## src/rtl/tx_sched_pkg.sv

```systemverilog
// tx_sched_pkg: shared types and constants for the UART transmit scheduler.
// Holds the scheduler state encoding, the two acknowledge bytes, the rate
// codes understood by the transmitter and two small helper functions.
package tx_sched_pkg;

    // Scheduler states, in the order a byte moves through them.
    typedef enum logic [1:0] {
        IDLE  = 2'd0,
        START = 2'd1,
        GUARD = 2'd2,
        WAIT  = 2'd3
    } state_t;

    // Acknowledge message sent when a rate-control session finishes: "OK".
    localparam logic [7:0] ACK_BYTE0 = 8'h4F;
    localparam logic [7:0] ACK_BYTE1 = 8'h4B;

    // Rate codes applied to the transmitter.
    localparam logic [1:0] RATE_1 = 2'b00;
    localparam logic [1:0] RATE_5 = 2'b01;
    localparam logic [1:0] RATE_A = 2'b10;

    // Maps a requested rate code onto a legal one; the unused code 11
    // falls back to the default rate.
    function automatic logic [1:0] rate_map(input logic [1:0] code);
        case (code)
            RATE_5:  return RATE_5;
            RATE_A:  return RATE_A;
            default: return RATE_1;
        endcase
    endfunction

    // Selects the acknowledge byte for a given position in the message.
    function automatic logic [7:0] ack_byte(input logic idx);
        return idx ? ACK_BYTE1 : ACK_BYTE0;
    endfunction

endpackage

```

## src/rtl/tx_fifo.sv

```systemverilog
// tx_fifo: DEPTH-entry synchronous byte FIFO for the transmit scheduler.
// A push into a full FIFO and a pop from an empty FIFO are ignored here;
// the caller decides whether a rejected push is reported. Flush wins over
// both push and pop in the same cycle. The head entry is read
// combinationally so the caller can register it in the same cycle it pops.
module tx_fifo
    import tx_sched_pkg::*;
#(
    parameter int DEPTH = 16
) (
    input  logic       clk,
    input  logic       reset,
    input  logic       push,
    input  logic       pop,
    input  logic       flush,
    input  logic [7:0] data,
    output logic [7:0] head,
    output logic       full,
    output logic       empty
);

    localparam int AW = $clog2(DEPTH);

    logic [7:0]    mem [DEPTH];
    logic [AW-1:0] wr_ptr;
    logic [AW-1:0] rd_ptr;
    logic [AW:0]   count;
    logic          do_push;
    logic          do_pop;

    // Status comes straight from the registered count.
    assign full  = (count == (AW+1)'(DEPTH));
    assign empty = (count == '0);
    assign head  = mem[rd_ptr];

    assign do_push = push && !full && !flush;
    assign do_pop  = pop && !empty && !flush;

    // Pointer and occupancy bookkeeping; pointers wrap modulo DEPTH.
    always_ff @(posedge clk or negedge reset) begin
        if (!reset) begin
            wr_ptr <= '0;
            rd_ptr <= '0;
            count  <= '0;
        end else if (flush) begin
            wr_ptr <= '0;
            rd_ptr <= '0;
            count  <= '0;
        end else begin
            if (do_push) begin
                wr_ptr <= wr_ptr + AW'(1);
            end
            if (do_pop) begin
                rd_ptr <= rd_ptr + AW'(1);
            end
            count <= count + (AW+1)'(do_push) - (AW+1)'(do_pop);
        end
    end

    // Storage array; contents need no reset because count gates every read.
    always_ff @(posedge clk) begin
        if (do_push) begin
            mem[wr_ptr] <= data;
        end
    end

endmodule

```

## src/rtl/tx_scheduler.sv

```systemverilog
// tx_scheduler: sequences the single UART transmitter behind the
// mode-control decoder. Data bytes are buffered in tx_fifo, a two-byte
// acknowledge ("OK") is inserted when a rate session finishes, and new rate
// codes reach the transmitter only while no byte is in flight.
//
// Build option: define TX_ACK_EN to include the acknowledge logic. Without
// it iFINISH is ignored and only FIFO data is transmitted; ports are the
// same in both builds.
//
// Handshake with the transmitter: oTX_START is a one-cycle pulse with
// oTX_DATA valid in that same cycle; the transmitter must raise iTX_BUSY no
// later than the following cycle and hold it until the byte is shifted out.
// A new start is never issued while iTX_BUSY is high or iTX_RATE_STATE is
// high. state_dbg mirrors the FSM state for observation.
module tx_scheduler
    import tx_sched_pkg::*;
#(
    parameter int DEPTH = 16
) (
    input  logic       clk,
    input  logic       reset,
    input  logic [7:0] iData,
    input  logic       iWRen,
    input  logic       iCLEAN,
    input  logic       iFINISH,
    input  logic [1:0] irate_control,
    input  logic       iTX_RATE_STATE,
    input  logic       iTX_BUSY,
    output logic [7:0] oTX_DATA,
    output logic       oTX_START,
    output logic [1:0] orate_control,
    output logic       oFULL,
    output logic       oEMPTY,
    output logic       oDROP,
    output logic [1:0] state_dbg
);

    state_t     state;
    state_t     state_next;
    logic       start_ack;
    logic       start_fifo;
    logic [7:0] fifo_head;
    logic       fifo_full;
    logic       fifo_empty;
    logic       ack_req;
    logic       ack_idx;

    assign state_dbg = state;
    assign oFULL     = fifo_full;
    assign oEMPTY    = fifo_empty;

    // The head is popped on the same edge that loads oTX_DATA, so the
    // FIFO status already reflects the pop while oTX_START is high.
    tx_fifo #(
        .DEPTH (DEPTH)
    ) u_fifo (
        .clk   (clk),
        .reset (reset),
        .push  (iWRen && !iCLEAN),
        .pop   (start_fifo),
        .flush (iCLEAN),
        .data  (iData),
        .head  (fifo_head),
        .full  (fifo_full),
        .empty (fifo_empty)
    );

`ifdef TX_ACK_EN
    logic ack_pending;

    assign ack_req = ack_pending;

    // Acknowledge tracking: one message outstanding at most; each ack start
    // advances the byte index and the second one retires the message.
    always_ff @(posedge clk or negedge reset) begin
        if (!reset) begin
            ack_pending <= 1'b0;
            ack_idx     <= 1'b0;
        end else if (iCLEAN) begin
            ack_pending <= 1'b0;
            ack_idx     <= 1'b0;
        end else if (start_ack) begin
            if (ack_idx) begin
                ack_pending <= 1'b0;
                ack_idx     <= 1'b0;
            end else begin
                ack_idx <= 1'b1;
            end
        end else if (iFINISH && !ack_pending) begin
            ack_pending <= 1'b1;
            ack_idx     <= 1'b0;
        end
    end
`else
    logic unused_finish;

    // No acknowledge path: the request never fires and iFINISH is sunk.
    assign ack_req       = 1'b0;
    assign ack_idx       = 1'b0;
    assign unused_finish = iFINISH;
`endif

    // State register.
    always_ff @(posedge clk or negedge reset) begin
        if (!reset) begin
            state <= IDLE;
        end else begin
            state <= state_next;
        end
    end

    // Next-state and source selection. A flush in the decision cycle
    // suppresses the start so a flushed entry is never transmitted.
    always_comb begin
        state_next = state;
        start_ack  = 1'b0;
        start_fifo = 1'b0;
        case (state)
            IDLE: begin
                if (!iTX_RATE_STATE && !iCLEAN) begin
                    if (ack_req) begin
                        start_ack  = 1'b1;
                        state_next = START;
                    end else if (!fifo_empty) begin
                        start_fifo = 1'b1;
                        state_next = START;
                    end
                end
            end
            START:   state_next = GUARD;
            GUARD:   state_next = WAIT;
            WAIT: begin
                if (!iTX_BUSY) begin
                    state_next = IDLE;
                end
            end
            default: state_next = IDLE;
        endcase
    end

    // Registered transmitter outputs: start pulse and byte are loaded on the
    // edge entering START; the rate follows the request only while idle.
    always_ff @(posedge clk or negedge reset) begin
        if (!reset) begin
            oTX_START     <= 1'b0;
            oTX_DATA      <= 8'h00;
            orate_control <= RATE_1;
            oDROP         <= 1'b0;
        end else begin
            oTX_START <= start_ack || start_fifo;
            if (start_ack) begin
                oTX_DATA <= ack_byte(ack_idx);
            end else if (start_fifo) begin
                oTX_DATA <= fifo_head;
            end
            if (state == IDLE) begin
                orate_control <= rate_map(irate_control);
            end
            oDROP <= iWRen && fifo_full && !iCLEAN;
        end
    end

endmodule

```

## config.mk

```make
export PLATFORM = sky130hd
export DESIGN_NAME = tx_scheduler
export DESIGN_NICKNAME = d
export VERILOG_FILES = /design/src/rtl/tx_sched_pkg.sv /design/src/rtl/tx_fifo.sv /design/src/rtl/tx_scheduler.sv
export SDC_FILE = /design/constraint.sdc
export NUM_CORES = 1
export LEC_CHECK = 0
export ABC_AREA = 1
export BUFFER_PORTS_ARGS = -buffer_cell sky130_fd_sc_hd__buf_2
export CAP_MARGIN = 20
export CORE_MARGIN = 4
export CORE_UTILIZATION = 55
export CTS_CLUSTER_DIAMETER = 50
export CTS_CLUSTER_SIZE = 12
export DETAILED_ROUTE_END_ITERATION = 8
export PLACE_DENSITY = 0.76
export SETUP_SLACK_MARGIN = 0.15
export SYNTH_ARGS = -nofsm -noshare
export SYNTH_HDL_FRONTEND = slang
export SYNTH_HIERARCHICAL = 1
export SYNTH_SLANG_ARGS = --single-unit
```

## constraint.sdc

```tcl
create_clock -name clk -period 2.7 [get_ports clk]
set_input_delay 0.135 -clock clk [delete_from_list [all_inputs] [get_ports clk]]
set_output_delay 0.135 -clock clk [all_outputs]
set_load 0.1 [all_outputs]
```

==> reports/qor.txt, run 1 <==
Congestion Overflow GR: 0
Clk buf depth: 2
Vias: 5025
FP Rows: 41
Max Cap Violations: 0
Nets: 801
Die H: 121 um
Worst-margin pin slew: 0.898 ns
RD Place Congestion: 0.862
Multi-input gate area: 0.00211 mm2
Crit Path Class: reg2reg
Total Routing Usage GR: 22.3%
Pwr dens: 824 mW/mm2
Clk_skew: 0.00645 ns
DP Wirelength: 9820 um
ANT nets after route: 0
Hold Path Class: in2reg
Initial Utilization: 56.2%
Skew-Pair Late Insertion Delay: 0.42 ns
Fin crit share: 95.8%
Final critical-path required period: 2.59 ns
Num Clock Sinks: 155
Core area: 0.0126 mm2
Pin count of the biggest net entering global routing: 84
Vias per cell: 5.27
Post-Route WL: 15700 um
Area leader, netlist: edfxtp_1
Hold depth: 5
DIE AREA: 0.0147 mm2
FF+latch area: 0.00452 mm2
Slew Limit Fails: 0
Initial antenna violation count: 0
CTS tree: built
Wirelength per Cell: 16.5 um
Register area share after synthesis: 64.0%
Diode count: 0
Final setup vio count: 0
Vias in the first global route: 4966
Top cell type's share of synthesized area: 54.5%
Crit path from: u_fifo/count[3]
Ratio of cells with drive above 1 in the final layout: 14.0%
# fillers: 950
Reg2Reg Setup Slack: 0.11 ns
CTS Buf Count: 17
Worst setup SP type: flip-flop
Worst R2R Path Depth: 18
R2r endpoint: u_fifo/count[4]
Synth area leaders: edfxtp_1 (54%), nand2_1 (14%), dfrtp_1 (9.6%)
Mapped Cells: 715
Buffers on Ports: 31
Max-slew headroom: 40.0%
Overall die width: 121 um
Crit. End Element: flip-flop
Peak VDD IR: 0.505 mV
Hold Crit Start: irate_control[0]
# IOs: 33
Initial DRC count: 562
Root Driver: clkbuf_16
Run status: complete, no violations
Area Growth Syn to Fin: 14.0%
Final instance area: 0.00805 mm2
Final Hold Vio Count: 0
Residual DRC: 0
Placement Cell Area: 0.00738 mm2
Clock Pin Slew Worst Setup and Hold Paths: 0.06 ns
H-tree depth: 4
DRT Pass-1 Iters: 5
Final core occ: 64.0%
Syn avg cell area: 9.87 um2
Post-synth cell types: 29
Leakage: 3.49 nW
Worst Path Required: 3.05 ns
Hold Crit Endpoint: orate_control[0]
Mapped cell area: 0.00706 mm2
Syn nets: 748
Highest clock rate: 0.387 GHz
CP Data Arrival Time: 2.94 ns
Synthesized flop and latch total: 155
Worst R2R Start: u_fifo/count[3]
RSZ-0062 raised after global routing: true
Yosys warnings: 6
CP Max Fanout: 2
Final hold slack: 0.0601 ns
First-pass GRT wire length: 24700 um
-- how the worst max path moves through the flow --
stage                            endpoint  slack (ns)  depth (start not counted)
after floorplan           u_fifo/count[4]       -0.50                         17
after detailed placement  u_fifo/count[4]       -0.04                         18
after global placement    u_fifo/count[4]        0.12                         17
after CTS                 u_fifo/count[4]       0.004                         18
after global routing      u_fifo/count[4]       -0.03                         18
final                     u_fifo/count[4]        0.11                         18
-- cells in the mapped netlist --
library cell and number:
nand2_4 1, ha_1 15, nor2_1 78, clkinv_1 1, o21ai_1 1, buf_2 6
a21oi_1 4, nand3b_1 1, buf_12 1, nand4_1 6, clkbuf_1 5, nor2_2 1
nand3_1 60, or2_2 1, inv_1 76, xor2_1 4, buf_4 8, nor2_4 1
nand3_2 6, inv_2 5, buf_6 4, nand2_2 1, o21ai_0 3, nand2_1 268
fa_1 1, nor2_8 1, dfrtp_1 27, inv_6 1, edfxtp_1 128
-- registers in the layout, summed over array words and instances, names as in the netlist --
| register | cells |
|---|---|
| u_fifo/wr_ptr | 4 |
| u_fifo/mem | 128 |
| oTX_START | 1 |
| oDROP | 1 |
| state_dbg | 2 |
| oTX_DATA | 8 |
| u_fifo/count | 5 |
| orate_control | 2 |
| u_fifo/rd_ptr | 4 |
-- per-stage QoR --
step                      setup TNS [ns]  power, mW  cells  setup slack, ns
after detailed placement         -0.0389       4.49    909          -0.0389
after CTS                              0       6.63    950          0.00426
after floorplan                    -1.31       4.15    715           -0.498
final                                  0       6.63    953            0.113
after global placement                 0       4.44    909            0.116
after global routing             -0.0317       6.89    953          -0.0317
-- final cells by class --
cell class / count / area share (%)
inverters: 83 / 4.01
well taps: 172 / 2.67
repair buffers: 58 / 4.57
clock inverters: 5 / 0.295
flip-flops and latches: 155 / 56.2
clock buffers: 27 / 6.02
multi-input cells: 453 / 26.3
-- metal layers --
layer / part of all wire, % / GRT usage (%) / vias up
met1: 41 / 28.5 / 2417
met5: 0 / 0 / -
met3: 6.7 / 4.06 / 36
met4: 2.3 / 9.10 / 0
li1: - / - / 2390
met2: 50 / 37.8 / 182
-- layout by cell type (no fill, tap or decap), drive strengths merged --
| cell type | synthesis | routed |
|---|---|---|
| dfrtp | 27 | 27 |
| nand3 | 66 | 66 |
| fa | 1 | 1 |
| edfxtp | 128 | 128 |
| o21ai | 4 | 4 |
| a21oi | 4 | 4 |
| or2 | 1 | 1 |
| nand4 | 6 | 6 |
| nand2 | 270 | 270 |
| clkinvlp | 0 | 1 |
| clkinv | 1 | 7 |
| nand3b | 1 | 1 |
| inv | 82 | 80 |
| ha | 15 | 15 |
| xor2 | 4 | 4 |
| nor2 | 81 | 81 |
| clkbuf | 5 | 27 |
| dlygate4sd3 | 0 | 4 |
| buf | 19 | 54 |
-- critical path, cell delays in order, from the launching register on --
cell and delay (ns):
dfrtp_1 0.37, inv_2 0.07, ha_4 0.16, nand4_1 0.14
clkinvlp_4 0.14, nor2_4 0.11, nand2_4 0.07, clkinv_4 0.05
nand2_4 0.04, nor2_4 0.10, ha_4 0.22, inv_4 0.05
ha_4 0.12, inv_2 0.03, fa_2 0.34, nand3b_1 0.21
nand3_1 0.11, nand2_1 0.06, nor2_1 0.12
-- what timing repair did --
item,CTS,global route
resized for setup,8,9
hold buffers,4,0
pin swaps,8,5
setup buffers,5,3
endpoints found under the hold margin,30,0
setup endpoints to repair,1,10
-- cell families (layout without fill, tap and decap cells) --
group	Yosys count	in the layout	synth area share (%)
fa+ha+maj	16	16	2.94
buf+inv	107	173	6.95
xor+xnor	4	4	0.496
simple gates	425	425	25.0
flops	155	155	64.0
compound gates	8	8	0.567
-- report_power, final --
part	leakage [nW]	internal, mW	switching [mW]
sequential	1.51	2.72	0.0818
clock	0.250	1.22	0.855
combinational	1.74	0.393	1.37
total	3.49	4.33	2.31
No activity file was read; power rests on OpenSTA's default activity.
==> run 2, diff against run 1 <==
--- a/config.mk
+++ b/config.mk
@@ -5,7 +5,7 @@
 export SDC_FILE = /design/constraint.sdc
 export NUM_CORES = 1
 export LEC_CHECK = 0
-export ABC_AREA = 1
+export ABC_AREA = 0
 export BUFFER_PORTS_ARGS = -buffer_cell sky130_fd_sc_hd__buf_2
 export CAP_MARGIN = 20
 export CORE_MARGIN = 4
@@ -13,7 +13,8 @@
 export CTS_CLUSTER_DIAMETER = 50
 export CTS_CLUSTER_SIZE = 12
 export DETAILED_ROUTE_END_ITERATION = 8
-export PLACE_DENSITY = 0.76
+export GPL_TIMING_DRIVEN = 0
+export PLACE_DENSITY = 0.77
 export SETUP_SLACK_MARGIN = 0.15
 export SYNTH_ARGS = -nofsm -noshare
 export SYNTH_HDL_FRONTEND = slang
==> run 2 against run 1 <==
The flow now finishes with violations (negative setup slack). Synthesized cell count shrank 47%. Sequential power is essentially flat. Area after synthesis shrank 7.9%. Die area shrank 7.4%. Highest routed layer unchanged. Sequential share of layout area grew 2.7 points. Utilization grew 2.9 points. Total power shrank 0.27%. Worst hold slack gained 0.0097 ns. Largest cell class unchanged. Register-to-register slack lost 0.24 ns.
==> reports/qor.txt, run 2 <==
Run status: finished with violations
Failing checks: negative setup slack
Worst R2R Path Depth: 16 (-2)
Synthesized flop and latch total: 155 (unchanged)
Nets: 482 (-40%)
Pin count of the biggest net entering global routing: 28 (-67%)
Max-slew headroom: 48.9% (+8.8 points)
Largest delay share family, worst path: simple AND/OR/NAND/NOR gates
Biggest register: u_fifo/mem
Residual DRC: 0 (unchanged)
Total Routing Usage GR: 21.4% (-0.97 points)
Fin crit share: 105% (+8.8 points)
CTS tree: built
R2r endpoint: u_fifo/count[4]
Most frequent cell after synthesis: edfxtp_1
Final critical-path required period: 2.83 ns (+0.238 ns)
ANT nets after route: 0 (unchanged)
Worst Path Required: 2.99 ns (-0.06 ns)
Highest clock rate: 0.354 GHz (-8.4%)
Hold Path Class: in2reg
First-pass GRT wire length: 20700 um (-16%)
Root Driver: clkbuf_16
H-tree depth: 4 (unchanged)
Mapped Cells: 382 (-47%)
Mapped cell area: 0.00650 mm2 (-7.9%)
Leading registers by flop count: u_fifo/mem x128, oTX_DATA x8, u_fifo/count x5
Area leader, netlist: edfxtp_1
Peak VDD IR: 0.733 mV (+45%)
Crit Path Class: reg2reg
Overall die width: 117 um (-3.8%)
Diode count: 0 (unchanged)
Vias: 3548 (-29%)
Post-Route WL: 13600 um (-13%)
CTS Buf Count: 17 (unchanged)
Critical path buffer and inverter count: 4 (-1)
CP dominant cell by count: inv_2
Async SR Flop Fraction: 17.4% (unchanged)
Slowest-stage cell, CP: dfrtp_1
DIE AREA: 0.0136 mm2 (-7.4%)
Wirelength per Cell: 22.6 um (+37%)
Initial antenna violation count: 0 (unchanged)
Clk_skew: 0.00586 ns (-0.000588 ns)
Final instance area: 0.00767 mm2 (-4.6%)
Max Cap Violations: 0 (unchanged)
Synth area leaders: edfxtp_1 (59%), dfrtp_1 (10%), mux4_2 (5.5%)
Pwr dens: 862 mW/mm2 (+4.6%)
CP Data Arrival Time: 3.12 ns (+0.18 ns)
DP Wirelength: 8400 um (-14%)
# fillers: 708 (-25%)
Most frequent cells in the layout: edfxtp_1 (128), buf_2 (34), mux2i_1 (32), dfrtp_1 (27)
Initial DRC count: 368 (-35%)
Area Growth Syn to Fin: 18.1%
Final setup vio count: 1 (+1)
Num Clock Sinks: 155 (unchanged)
FP Rows: 39 (-4.9%)
Core area: 0.0115 mm2 (-8.8%)
Skew-Pair Late Insertion Delay: 0.41 ns (about the same)
RSZ-0062 raised after global routing: true
Crit path from: u_fifo/count[2]
Most used DFF post-synth: edfxtp_1
Buffers on Ports: 31 (unchanged)
Max incr delay on CP: 0.36 ns (about the same)
Commonest non-fill, non-tap cell in the layout: edfxtp_1
Final Hold Vio Count: 0 (unchanged)
Post-synth cell types: 42 (+45%)
Critical path cell sequence: inv_2 -> ha_4 -> or4b_4 -> clkinvlp_4 -> nor4b_4 -> nand2_2 -> nor2_2 -> ha_2 -> inv_2 -> ha_4 -> inv_2 -> fa_2 -> nor2b_4 -> o21bai_4 -> a21oi_2 -> nor3b_2
Reg2Reg Setup Slack: -0.13 ns (-0.24 ns)
Crit path to: u_fifo/count[4]
Worst-margin pin slew: 0.767 ns (-0.131 ns)
Worst R2R Start: u_fifo/count[2]
Ratio of cells with drive above 1 in the final layout: 34.2% (+20 points)
RD Place Congestion: 0.826 (-4.1%)
Slew Limit Fails: 0 (unchanged)
Syn avg cell area: 17.0 um2 (+72%)
Die H: 117 um (-3.8%)
Yosys warnings: 6 (unchanged)
CP Max Fanout: 2 (unchanged)
Crit. End Element: flip-flop
Clock Pin Slew Worst Setup and Hold Paths: 0.06 ns (about the same)
Vias per cell: 5.86 (+11%)
Post-synth EDFFs: 128 (unchanged)
# IOs: 33 (unchanged)
Congestion Overflow GR: 0 (unchanged)
Worst path depth: 16 (-2)
Setup slack after layout: -0.125 ns (-0.238 ns)
DRT Pass-1 Iters: 5 (unchanged)
Register area share after synthesis: 69.6% (+5.5 points)
Max reg flops: 128 (unchanged)
Synth cell count leaders: edfxtp_1 (128), mux2i_1 (32), dfrtp_1 (27)
Placement Cell Area: 0.00687 mm2 (-6.9%)
Initial Utilization: 56.7% (+0.50 points)
Vias in the first global route: 3671 (-26%)
Syn nets: 415 (-45%)
Worst setup SP type: flip-flop
Top cell type's share of synthesized area: 59.2% (+4.7 points)
Final core occ: 66.9% (+2.9 points)
Clk buf depth: 2 (unchanged)
Leakage: 2.68 nW (-23%)
==> run 2: area by class of cell <==
type                    count  area (um2)  area share [%]
plain buffers              17         124            1.61
clock buffers              19         433            5.64
clock inverters            13         128            1.66
inverters                  18        71.3           0.929
multi-input cells         192        1930            25.1
flip-flops and latches    155        4520            58.9
well taps                 143         179            2.33
repair buffers             48         293            3.81
==> run 2: stage by stage <==
stage	std cells	hold slack (ns)	power, mW	TNS (ns)	setup slack, ns
CTS	601	0.0482	6.59	-0.155	-0.155
global placement	556	0.200	4.21	-3.10	-0.868
global route	605	0.0655	6.85	-0.334	-0.219
finish	605	0.0698	6.61	-0.125	-0.125
floorplan	382	-0.161	3.97	-2.87	-0.806
detailed placement	556	0.209	4.24	-3.24	-0.918
==> run 2: worst min path at each step <==
stage / start / endpoint / slack (ns) / cells after the start
6_report: iCLEAN / u_fifo/rd_ptr[1] / 0.07 / 2
5_1_grt: iCLEAN / u_fifo/count[4] / 0.07 / 2
4_1_cts: iCLEAN / u_fifo/rd_ptr[1] / 0.05 / 2
3_5_place_dp: reset / orate_control[1] / 0.21 / 1
3_3_place_gp: reset / oTX_START / 0.20 / 1
2_1_floorplan: reset / oDROP / -0.16 / 0
==> run 2: logic make-up (layout without fill, tap and decap cells) <==
group           count (synthesis)  in the layout  share of synthesized area, %
buf+inv                        35            115                          2.95
xor+xnor                        8              8                          1.08
mux                            57             57                          12.0
compound gates                 43             43                          5.78
simple gates                   68             68                          5.41
fa+ha+maj                      16             16                          3.20
flops                         155            155                          69.6
==> run 2: worst reg2reg max path, delay by kind of cell (launching register included) <==
| kind | cells | cell delay (ns) |
|---|---|---|
| flip-flops | 1 | 0.36 |
| adder cells (fa/ha/maj) | 4 | 0.91 |
| AND/OR/NAND/NOR | 6 | 0.96 |
| buffers and inverters | 4 | 0.25 |
| AO/OA/AOI/OAI | 2 | 0.22 |
==> run 2: routing by layer <==
metal  global-route usage, %  wire, um  up-vias
met5                       0         0        -
met4                    9.79       400        0
met3                    4.97       821       27
met2                    34.0      6840      119
met1                    28.2      5580     1792
li1                        -         -     1610
==> run 2: timing repair <==
item / in CTS / in global routing
hold buffers: 4 / 0
hold endpoints to repair: 29 / 0
buffers inserted: 9 / 4
resized for setup: 10 / 19
setup endpoints to repair: 5 / 116
pin swaps: 10 / 10
==> run 2: report_power, final <==
| group | total (mW) | internal (mW) | switching, mW | leakage [nW] |
|---|---|---|---|---|
| Sequential | 2.79 | 2.71 | 0.0817 | 1.51 |
| Combinational | 1.58 | 0.438 | 1.14 | 0.904 |
| Clock | 2.25 | 1.35 | 0.898 | 0.266 |
==> run 3, diff against run 2 <==
==> constraint.sdc (replaced) <==
create_clock -name clk -period 2.7 [get_ports clk]
set_input_delay 0.27 -clock clk [delete_from_list [all_inputs] [get_ports clk]]
set_output_delay 0.27 -clock clk [all_outputs]
set_load 0.1 [all_outputs]
==> run 3 against run 2 <==
The run still ends with negative setup slack left. Combinational power is essentially flat. Fmax rose by 0.36%. Sequential power hardly changed. Critical endpoint unchanged. Register-to-register slack about the same.
==> reports/qor.txt, run 3 (same netlist as run 2, synthesis figures left out) <==
FF+latch area: 0.00452 mm2 (unchanged)
Wirelength per Cell: 22.7 um (+0.54%)
Final std cells w/o fill: 602 (-0.50%)
Leakage: 2.66 nW (-0.48%)
Setup slack after layout: -0.115 ns (+0.0101 ns)
Ratio of cells with drive above 1 in the final layout: 34.4% (+0.22 points)
Multi-input gate area: 0.00193 mm2 (unchanged)
Post-Route WL: 13700 um (about the same)
Biggest register: u_fifo/mem
Residual DRC: 0 (unchanged)
Diode count: 0 (unchanged)
Vias: 3546 (-0.056%)
Initial antenna violation count: 0 (unchanged)
Leading registers by flop count: u_fifo/mem x128, oTX_DATA x8, u_fifo/count x5
Crit Path Class: reg2reg
Clock Pin Slew Worst Setup and Hold Paths: 0.06 ns (about the same)
CP Max Fanout: 2 (unchanged)
Most frequent cells in the layout: edfxtp_1 (128), buf_2 (33), mux2i_1 (32), dfrtp_1 (27)
Vias in the first global route: 3656 (-0.41%)
Crit. End Element: flip-flop
Crit path to: u_fifo/count[4]
Slew Limit Fails: 0 (unchanged)
Clk buf depth: 2 (unchanged)
H-tree depth: 4 (unchanged)
Num Clock Sinks: 155 (unchanged)
Congestion Overflow GR: 0 (unchanged)
Worst R2R Path Depth: 16 (unchanged)
R2r endpoint: u_fifo/count[4]
Root Driver: clkbuf_16
Max-slew headroom: 49.7% (+0.82 points)
First-pass GRT wire length: 20600 um (-0.27%)
Pwr dens: 864 mW/mm2 (+0.29%)
Reg2Reg Setup Slack: -0.12 ns (about the same)
Fin crit share: 104% (-0.37 points)
CTS tree: built
Clk_skew: 0.00594 ns (+0.0000826 ns)
Crit path from: u_fifo/count[2]
Final setup vio count: 1 (unchanged)
Max Cap Violations: 0 (unchanged)
DP Wirelength: 8400 um (unchanged)
Setup TNS: -0.115 ns (+0.0101 ns)
Worst-margin pin slew: 0.754 ns (-0.0123 ns)
Peak VDD IR: 0.715 mV (-2.5%)
Die H: 117 um (unchanged)
FP Rows: 39 (unchanged)
# fillers: 712 (+0.56%)
Highest clock rate: 0.355 GHz (+0.36%)
Initial DRC count: 368 (unchanged)
RSZ-0062 raised after global routing: true
Run status: finished with violations
CP Data Arrival Time: 3.11 ns (about the same)
Core area: 0.0115 mm2 (unchanged)
ANT nets after route: 0 (unchanged)
Skew-Pair Late Insertion Delay: 0.42 ns (about the same)
Final critical-path required period: 2.82 ns (-0.0101 ns)
DIE AREA: 0.0136 mm2 (unchanged)
Commonest non-fill, non-tap cell in the layout: edfxtp_1
Vias per cell: 5.89 (+0.44%)
Max reg flops: 128 (unchanged)
Initial Utilization: 56.7% (unchanged)
Nets: 479 (-0.62%)
Hold Path Class: in2reg
Worst setup SP type: flip-flop
DRT Pass-1 Iters: 5 (unchanged)
Buffers on Ports: 31 (unchanged)
Worst R2R Start: u_fifo/count[2]
Total Routing Usage GR: 21.3% (-0.056 points)
Failing checks: negative setup slack
Worst Path Required: 3.00 ns (about the same)
Pin count of the biggest net entering global routing: 28 (unchanged)
Area Growth Syn to Fin: 17.7%
Final Hold Vio Count: 0 (unchanged)
Final hold slack: 0.0390 ns (-0.0308 ns)
# IOs: 33 (unchanged)
Overall die width: 117 um (unchanged)
CTS Buf Count: 17 (unchanged)
RD Place Congestion: 0.826 (unchanged)
Placed insts: 556 (unchanged)
## run 3: cell types whose count changed in the layout (fill, tap and decap cells not counted), sizes merged
cell         delta
buf             -1
clkbuf          +1
dlygate4sd3     -3
## run 3: report_power, final
part,internal (mW),switching (mW)
logic,0.433,1.14
clock network,1.35,0.901
registers,2.71,0.0815
total,4.49,2.12
## run 3: cell type report
type | count | share of cell area [%]
clock buffer | 19 | 5.66
tap | 143 | 2.34
inverter | 18 | 0.933
buffer | 17 | 1.62
sequential | 155 | 59.1
multi-input combinational | 192 | 25.2
clock inverter | 13 | 1.67
timing repair buffer | 45 | 3.47
## run 3: metal layers
| layer | vias to the layer above | part of all wire, % | track usage, % |
|---|---|---|---|
| met1 | 1804 | 41 | 28.1 |
| li1 | 1605 | - | - |
| met4 | 0 | 2.9 | 9.79 |
| met3 | 27 | 6.0 | 4.97 |
| met5 | - | 0 | 0 |
| met2 | 110 | 50 | 33.9 |
## run 3: timing repair
action / CTS / global route
endpoints found under the setup margin: 5 / 116
resized for setup: 10 / 20
cloned: 0 / 0
setup buffers: 9 / 4
hold buffers: 1 / 0
endpoints found under the hold margin: 27 / 0
pin swaps: 10 / 10
## run 3: critical path, stage by stage, from the launching register on
cell	delay (ns)
dfrtp_1	0.36
inv_2	0.06
ha_4	0.15
or4b_4	0.23
clkinvlp_4	0.10
nor4b_4	0.30
nand2_2	0.11
nor2_2	0.11
ha_2	0.28
inv_2	0.06
ha_4	0.12
inv_2	0.03
fa_2	0.36
nor2b_4	0.15
o21bai_4	0.07
a21oi_2	0.15
nor3b_2	0.05
## run 3: worst min-delay path by stage
stage / cells past startpoint / startpoint / slack [ns] / end
final: 2 / irate_control[0] / 0.04 / orate_control[1]
after global routing: 2 / irate_control[0] / 0.04 / orate_control[1]
after CTS: 2 / irate_control[0] / 0.02 / orate_control[1]
after detailed placement: 1 / reset / 0.34 / orate_control[1]
after global placement: 1 / reset / 0.34 / oTX_START
after floorplan: 0 / reset / -0.03 / oDROP
## run 3: through the flow
step	cell area (um2)	total power, mW	utilization [%]	worst slack, ns
6_report	7650	6.61	66.7	-0.115
5_1_grt	7650	6.84	66.7	-0.219
4_1_cts	7540	6.57	65.8	-0.155
3_5_place_dp	6870	4.24	59.9	-0.918
3_3_place_gp	6870	4.21	59.9	-0.868
2_1_floorplan	6540	3.97	-	-0.806
